File: config.mk
export PLATFORM = sky130hd
export DESIGN_NAME = multiplier_ct_taint
export DESIGN_NICKNAME = d
export VERILOG_FILES = /design/src/rtl/multiplier_ct_taint.sv
export SDC_FILE = /design/constraint.sdc
export NUM_CORES = 1
export LEC_CHECK = 0
export CAP_MARGIN = 20
export CORE_ASPECT_RATIO = 0.75
export CORE_MARGIN = 2
export CORE_UTILIZATION = 45
export CTS_CLUSTER_SIZE = 28
export DETAILED_ROUTE_END_ITERATION = 12
export PLACE_DENSITY_LB_ADDON = 0.1
export REMOVE_ABC_BUFFERS = 1
export SLEW_MARGIN = 20
export SYNTH_ARGS = -nofsm -noshare
export SYNTH_HDL_FRONTEND = slang
export SYNTH_SLANG_ARGS = --single-unit
File: constraint.sdc
create_clock -name clk -period 11.1 [get_ports clk]
set_input_delay 1.665 -clock clk [delete_from_list [all_inputs] [get_ports clk]]
set_output_delay 1.665 -clock clk [all_outputs]
set_load 0.01 [all_outputs]
File: src/rtl/multiplier_ct_taint.sv
// multiplier_ct_taint
//   Constant-time shift-and-add unsigned multiplier with taint tracking.
//   Each operation runs IDLE -> LOAD -> CALC (NUM_BITS cycles) -> DONE -> IDLE,
//   whatever the operand values or taints.
//   Taint is propagated conservatively: each tainted addend bit smears upward
//   through all higher accumulator bits, because a carry could reach them.
//
// Parameters
//   NUM_BITS        operand width (>= 2)
//
// Ports
//   clk             sole clock, rising edge
//   rst_n           asynchronous active-low reset
//   start           operation request, sampled in IDLE only
//   multiplier      operand A        multiplier_t    per-bit taint of A
//   multiplicand    operand B        multiplicand_t  per-bit taint of B
//   start_t         taint of start
//   busy            high in LOAD and CALC
//   done            one-cycle pulse, product valid
//   product         A*B (2*NUM_BITS) product_t       per-bit taint of product
//   done_t          taint of done/busy timing
//   taint_kill      (only with MULT_TAINT_KILL_EN) clears all taint state
//
// Build option
//   MULT_TAINT_KILL_EN  adds the taint_kill input.
module multiplier_ct_taint #(
    parameter int NUM_BITS = 8
) (
    input  logic                  clk,
    input  logic                  rst_n,
    input  logic                  start,
    input  logic [NUM_BITS-1:0]   multiplier,
    input  logic [NUM_BITS-1:0]   multiplicand,
    input  logic                  start_t,
    input  logic [NUM_BITS-1:0]   multiplier_t,
    input  logic [NUM_BITS-1:0]   multiplicand_t,
`ifdef MULT_TAINT_KILL_EN
    input  logic                  taint_kill,
`endif
    output logic                  busy,
    output logic                  done,
    output logic [2*NUM_BITS-1:0] product,
    output logic [2*NUM_BITS-1:0] product_t,
    output logic                  done_t
);
    localparam int PW = 2 * NUM_BITS;
    localparam int CW = (NUM_BITS > 2) ? $clog2(NUM_BITS) : 1;

    typedef enum logic [1:0] {S_IDLE, S_LOAD, S_CALC, S_DONE} state_t;

    state_t              r_state;
    state_t              w_state_next;
    logic [NUM_BITS-1:0] r_a, r_b, r_a_t, r_b_t;
    logic                r_start_t;
    logic [PW-1:0]       r_acc, r_acc_t;
    logic [CW-1:0]       r_count;
    logic [PW-1:0]       r_product, r_product_t;
    logic                r_done, r_done_t;

    logic                w_kill;
    logic                w_last;
    logic [PW-1:0]       w_b_wide, w_bt_wide, w_window;
    logic [PW-1:0]       w_addend, w_addend_t, w_smear;
    logic [PW-1:0]       w_acc_next, w_acc_t_next;

`ifdef MULT_TAINT_KILL_EN
    assign w_kill = taint_kill;
`else
    assign w_kill = 1'b0;
`endif

    assign w_last    = (r_count == CW'(NUM_BITS - 1));
    assign w_b_wide  = {{NUM_BITS{1'b0}}, r_b};
    assign w_bt_wide = {{NUM_BITS{1'b0}}, r_b_t};
    // NUM_BITS-wide window of ones starting at the current iteration bit.
    assign w_window  = {{NUM_BITS{1'b0}}, {NUM_BITS{1'b1}}} << r_count;

    // Always compute the addend so every iteration has identical timing.
    assign w_addend   = r_a[r_count] ? (w_b_wide << r_count) : '0;
    assign w_addend_t = r_a_t[r_count] ? w_window :
                        (r_a[r_count] ? (w_bt_wide << r_count) : '0);
    // x | -x sets every bit from the lowest set bit of x upward (0 stays 0).
    assign w_smear      = w_addend_t | (~w_addend_t + PW'(1));
    assign w_acc_next   = r_acc + w_addend;
    assign w_acc_t_next = r_acc_t | w_smear;

    always_ff @(posedge clk or negedge rst_n) begin
        if (!rst_n) begin
            r_state <= S_IDLE;
        end else begin
            r_state <= w_state_next;
        end
    end

    always_comb begin
        w_state_next = r_state;
        case (r_state)
            S_IDLE:  if (start) w_state_next = S_LOAD;
            S_LOAD:  w_state_next = S_CALC;
            S_CALC:  if (w_last) w_state_next = S_DONE;
            S_DONE:  w_state_next = S_IDLE;
            default: w_state_next = S_IDLE;
        endcase
    end

    always_ff @(posedge clk or negedge rst_n) begin
        if (!rst_n) begin
            r_a         <= '0;
            r_b         <= '0;
            r_a_t       <= '0;
            r_b_t       <= '0;
            r_start_t   <= 1'b0;
            r_acc       <= '0;
            r_acc_t     <= '0;
            r_count     <= '0;
            r_product   <= '0;
            r_product_t <= '0;
            r_done      <= 1'b0;
            r_done_t    <= 1'b0;
        end else begin
            // The result lands on DONE entry; the pulse is registered from the
            // DONE state so it follows one edge later with the result stable.
            r_done <= (r_state == S_DONE);
            case (r_state)
                S_LOAD: begin
                    r_a       <= multiplier;
                    r_b       <= multiplicand;
                    r_a_t     <= multiplier_t;
                    r_b_t     <= multiplicand_t;
                    r_start_t <= start_t;
                    r_acc     <= '0;
                    r_acc_t   <= '0;
                    r_count   <= '0;
                end
                S_CALC: begin
                    r_acc   <= w_acc_next;
                    r_acc_t <= w_acc_t_next;
                    r_count <= r_count + CW'(1);
                    if (w_last) begin
                        r_product   <= w_acc_next;
                        r_product_t <= r_start_t ? '1 : w_acc_t_next;
                        r_done_t    <= r_start_t;
                    end
                end
                default: ;
            endcase
            // Declassification overrides every taint update in the same cycle.
            if (w_kill) begin
                r_a_t       <= '0;
                r_b_t       <= '0;
                r_start_t   <= 1'b0;
                r_acc_t     <= '0;
                r_product_t <= '0;
                r_done_t    <= 1'b0;
            end
        end
    end

    assign busy      = (r_state == S_LOAD) || (r_state == S_CALC);
    assign done      = r_done;
    assign product   = r_product;
    assign product_t = r_product_t;
    assign done_t    = r_done_t;

endmodule

==> out/results.ini <==
[run_status]
status=finished clean

[cts]
cts_buffers=9
clk-insertion-delay-late_ps=350
clk_pin_slew_worst_paths_ps=70
cts_max_level=3
cts_setup_buffers=0
cts.sinks=104
cts_hold_buffers=0
cts_root_buf=clkbuf_16
clk_path_buf_depth=2
cts_tree=built
cts_resized=0

[timing]
finalCritPeriodShare_pct=38.9
max_slew_margin_pct=31.4
setup_viol_count_final=0
max_freq_mhz=232
period_needed_ps=4310
worst_pin_slew_ps=1030
finalHoldViolCount=0
skew_ps=8.63
setup-tns-final_ps=0
final_max_slew_viol_count=0
rsz0062_at_grt=no

[die]
die-area_um2=14000
start_util_pct=45.6
io_pins=71
die_x_um=136
core_um2=12900
fp.dieH_um=103
rows=36

[synthesis]
syn_area_per_cell_um2=9.89
ys.flop_type=dfrtp_1
synth_cell_types=62
seq_area_frac_synth_pct=44.3
syn-cell-area_um2=5870
synth_edf_count=0
async_flop_share_pct=100
yosysWarnings=0
synthCells=594
synth_seq_cells=104

[global_route]
grt_max_degree=61
grt_use_met1_pct=30.3
grt_use_met2_pct=38.5
grt_use_met3_pct=4.23
grt_pass1_wl_um=24600
first_global_vias=4589
grt_antenna_before_repair=0
grt_overflow_total=0
busiest_layer=met2
grtUsageTotal_pct=22.7

[worst_setup_path]
worstPathMaxFanout=33
required_ps=11350
end_kind=register
crit_type=reg -> reg
critPathLaunchType=register
worstPathArrival_ps=4570
slowest_delay_ps=1020
crit_path_cell_trace=nor2b_1, o2bb2ai_1, nor3_1, nor2_1, ha_1, o21ai_0, nor2_1, o41ai_1, o21ai_1, o31ai_1, xor2_1, o31ai_1
slowest_stage=dfrtp_1

[route]
avgViaCountPerCell=5.56
drt-initial-drc-count=310
drc=0
drt-total-wl_um=14700
dr.pass1.iters=5
ant_nets=0
routed-via-count=4592
routedWlPerCell_um=17.8

[power]
vdd_drop_max_uv=122
fin_total_pwr_mw=1.91
cellLeakagePower_nw=3.03
power_density_nw_per_um2=275

[cells_and_area]
fill_cells=1187
drive_gt1_share_pct=11.3
syn_to_final_growth_pct=18.7
stdcell_area_um2=6970
fin_nets=713
n_antenna_cell=0

[place]
place_congestion=0.842
port_buffers=70
hpwl_um=11000
place_area_um2=6690

[job]
drv_cap=0

[min_path]
hp-class=reg -> reg

worst max-delay path, delay by kind of cell (launching register included):
| kind | cells | cell delay (ps) |
|---|---|---|
| flip-flops | 1 | 1020 |
| adder cells (fa/ha/maj) | 1 | 380 |
| AND/OR/NAND/NOR | 4 | 1180 |
| XOR/XNOR | 1 | 140 |
| AO/OA/AOI/OAI | 6 | 1460 |
cell families (layout without fill, tap and decap cells):
family | after synthesis | after routing | share of synthesized area (%)
simple gates | 175 | 175 | 13.6
compound gates | 161 | 161 | 18.2
flops | 104 | 104 | 44.3
mux | 65 | 65 | 12.7
buf+inv | 49 | 110 | 3.43
fa+ha+maj | 27 | 27 | 5.88
xor+xnor | 13 | 13 | 1.94
report_power, final:
| group | internal [mW] | switching, mW | leakage, nW |
|---|---|---|---|
| combinational | 0.405 | 0.614 | 1.62 |
| clock | 0.159 | 0.145 | 0.143 |
| sequential | 0.491 | 0.102 | 1.26 |
| total | 1.05 | 0.860 | 3.03 |
synth_stat cells, types with 4 or more instances:
library cell,instances,area [µm²]
and2_1,5,31.3
o21bai_1,4,30.0
mux2_2,41,462
mux2i_1,18,180
xnor2_1,5,43.8
o21ai_1,7,35.0
xor2_1,8,70.1
a22oi_1,4,30.0
o2bb2ai_1,13,114
or3_1,6,37.5
nand3_1,6,30.0
a21oi_1,33,165
nand2_1,51,191
a211oi_1,5,37.5
a21o_1,10,75.1
nor2_1,59,221
inv_1,16,60.1
nand2b_1,5,31.3
clkbuf_1,24,90.1
nor2b_1,9,56.3
and3_1,4,25.0
o211ai_1,5,37.5
ha_1,26,325
o21ai_0,35,175
nor3_1,20,100
a31oi_1,10,62.6
dfrtp_1,104,2600
worst paths after layout:
kind                            slack (ps)  cells past startpoint        from         end
max in group asynchronous             8620                      2       rst_n  r_acc_t[2]
worst min register to register         480                      2  product[9]  product[9]
worst min-delay path                   480                      2  product[9]  product[9]
min in group asynchronous             1290                      1       rst_n        done
worst max-delay path                  6790                     12  r_count[1]   r_acc[14]
worst max register to register        6790                     12  r_count[1]   r_acc[14]
flip-flops by register name, indices dropped and copies added (netlist names), 2 cells and up:
name and flops:
r_a 8, product 16, r_count 3, r_state 2
r_acc_t 16, product_t 16, r_b 8, r_b_t 8
r_a_t 8, r_acc 16
cell type report:
type	count	area (µm²)	area share (%)
clock buffers	10	239	3.43
clock inverters	6	41.3	0.592
inverters	19	71.3	1.02
multi-input cells	441	3070	44.0
flip-flops and latches	104	2600	37.3
well taps	171	214	3.07
repair buffers	75	736	10.5
layer usage:
| metal | wire length, µm | share of wire (%) | up-vias |
|---|---|---|---|
| met4 | 125 | 0.85 | 0 |
| met5 | 0 | 0 | - |
| li1 | - | - | 2256 |
| met1 | 6920 | 47 | 2239 |
| met3 | 629 | 4.3 | 12 |
| met2 | 7060 | 48 | 85 |
placed cells by master (no fill, tap or decap), types with 8 or more instances in the layout:
cell type,n
nor3_1,20
a31oi_1,10
nand2_1,51
xor2_1,8
inv_1,16
a21oi_1,33
clkbuf_16,9
a21o_1,10
mux2i_1,18
ha_1,26
dfrtp_1,104
o21ai_0,35
o2bb2ai_1,13
nor2b_1,9
mux2_2,41
clkdlybuf4s50_1,69
nor2_1,59
metrics by stage:
step / instances / hold WS, ps / util, % / worst slack, ps
2_1_floorplan: 564 / 457 / - / 7060
3_3_place_gp: 810 / 462 / 52.0 / 7050
3_5_place_dp: 810 / 466 / 52.0 / 6800
4_1_cts: 826 / 483 / 54.1 / 6780
5_1_grt: 826 / 503 / 54.1 / 6400
6_report: 826 / 476 / 54.1 / 6790
No activity file was read; power rests on OpenSTA's default activity.
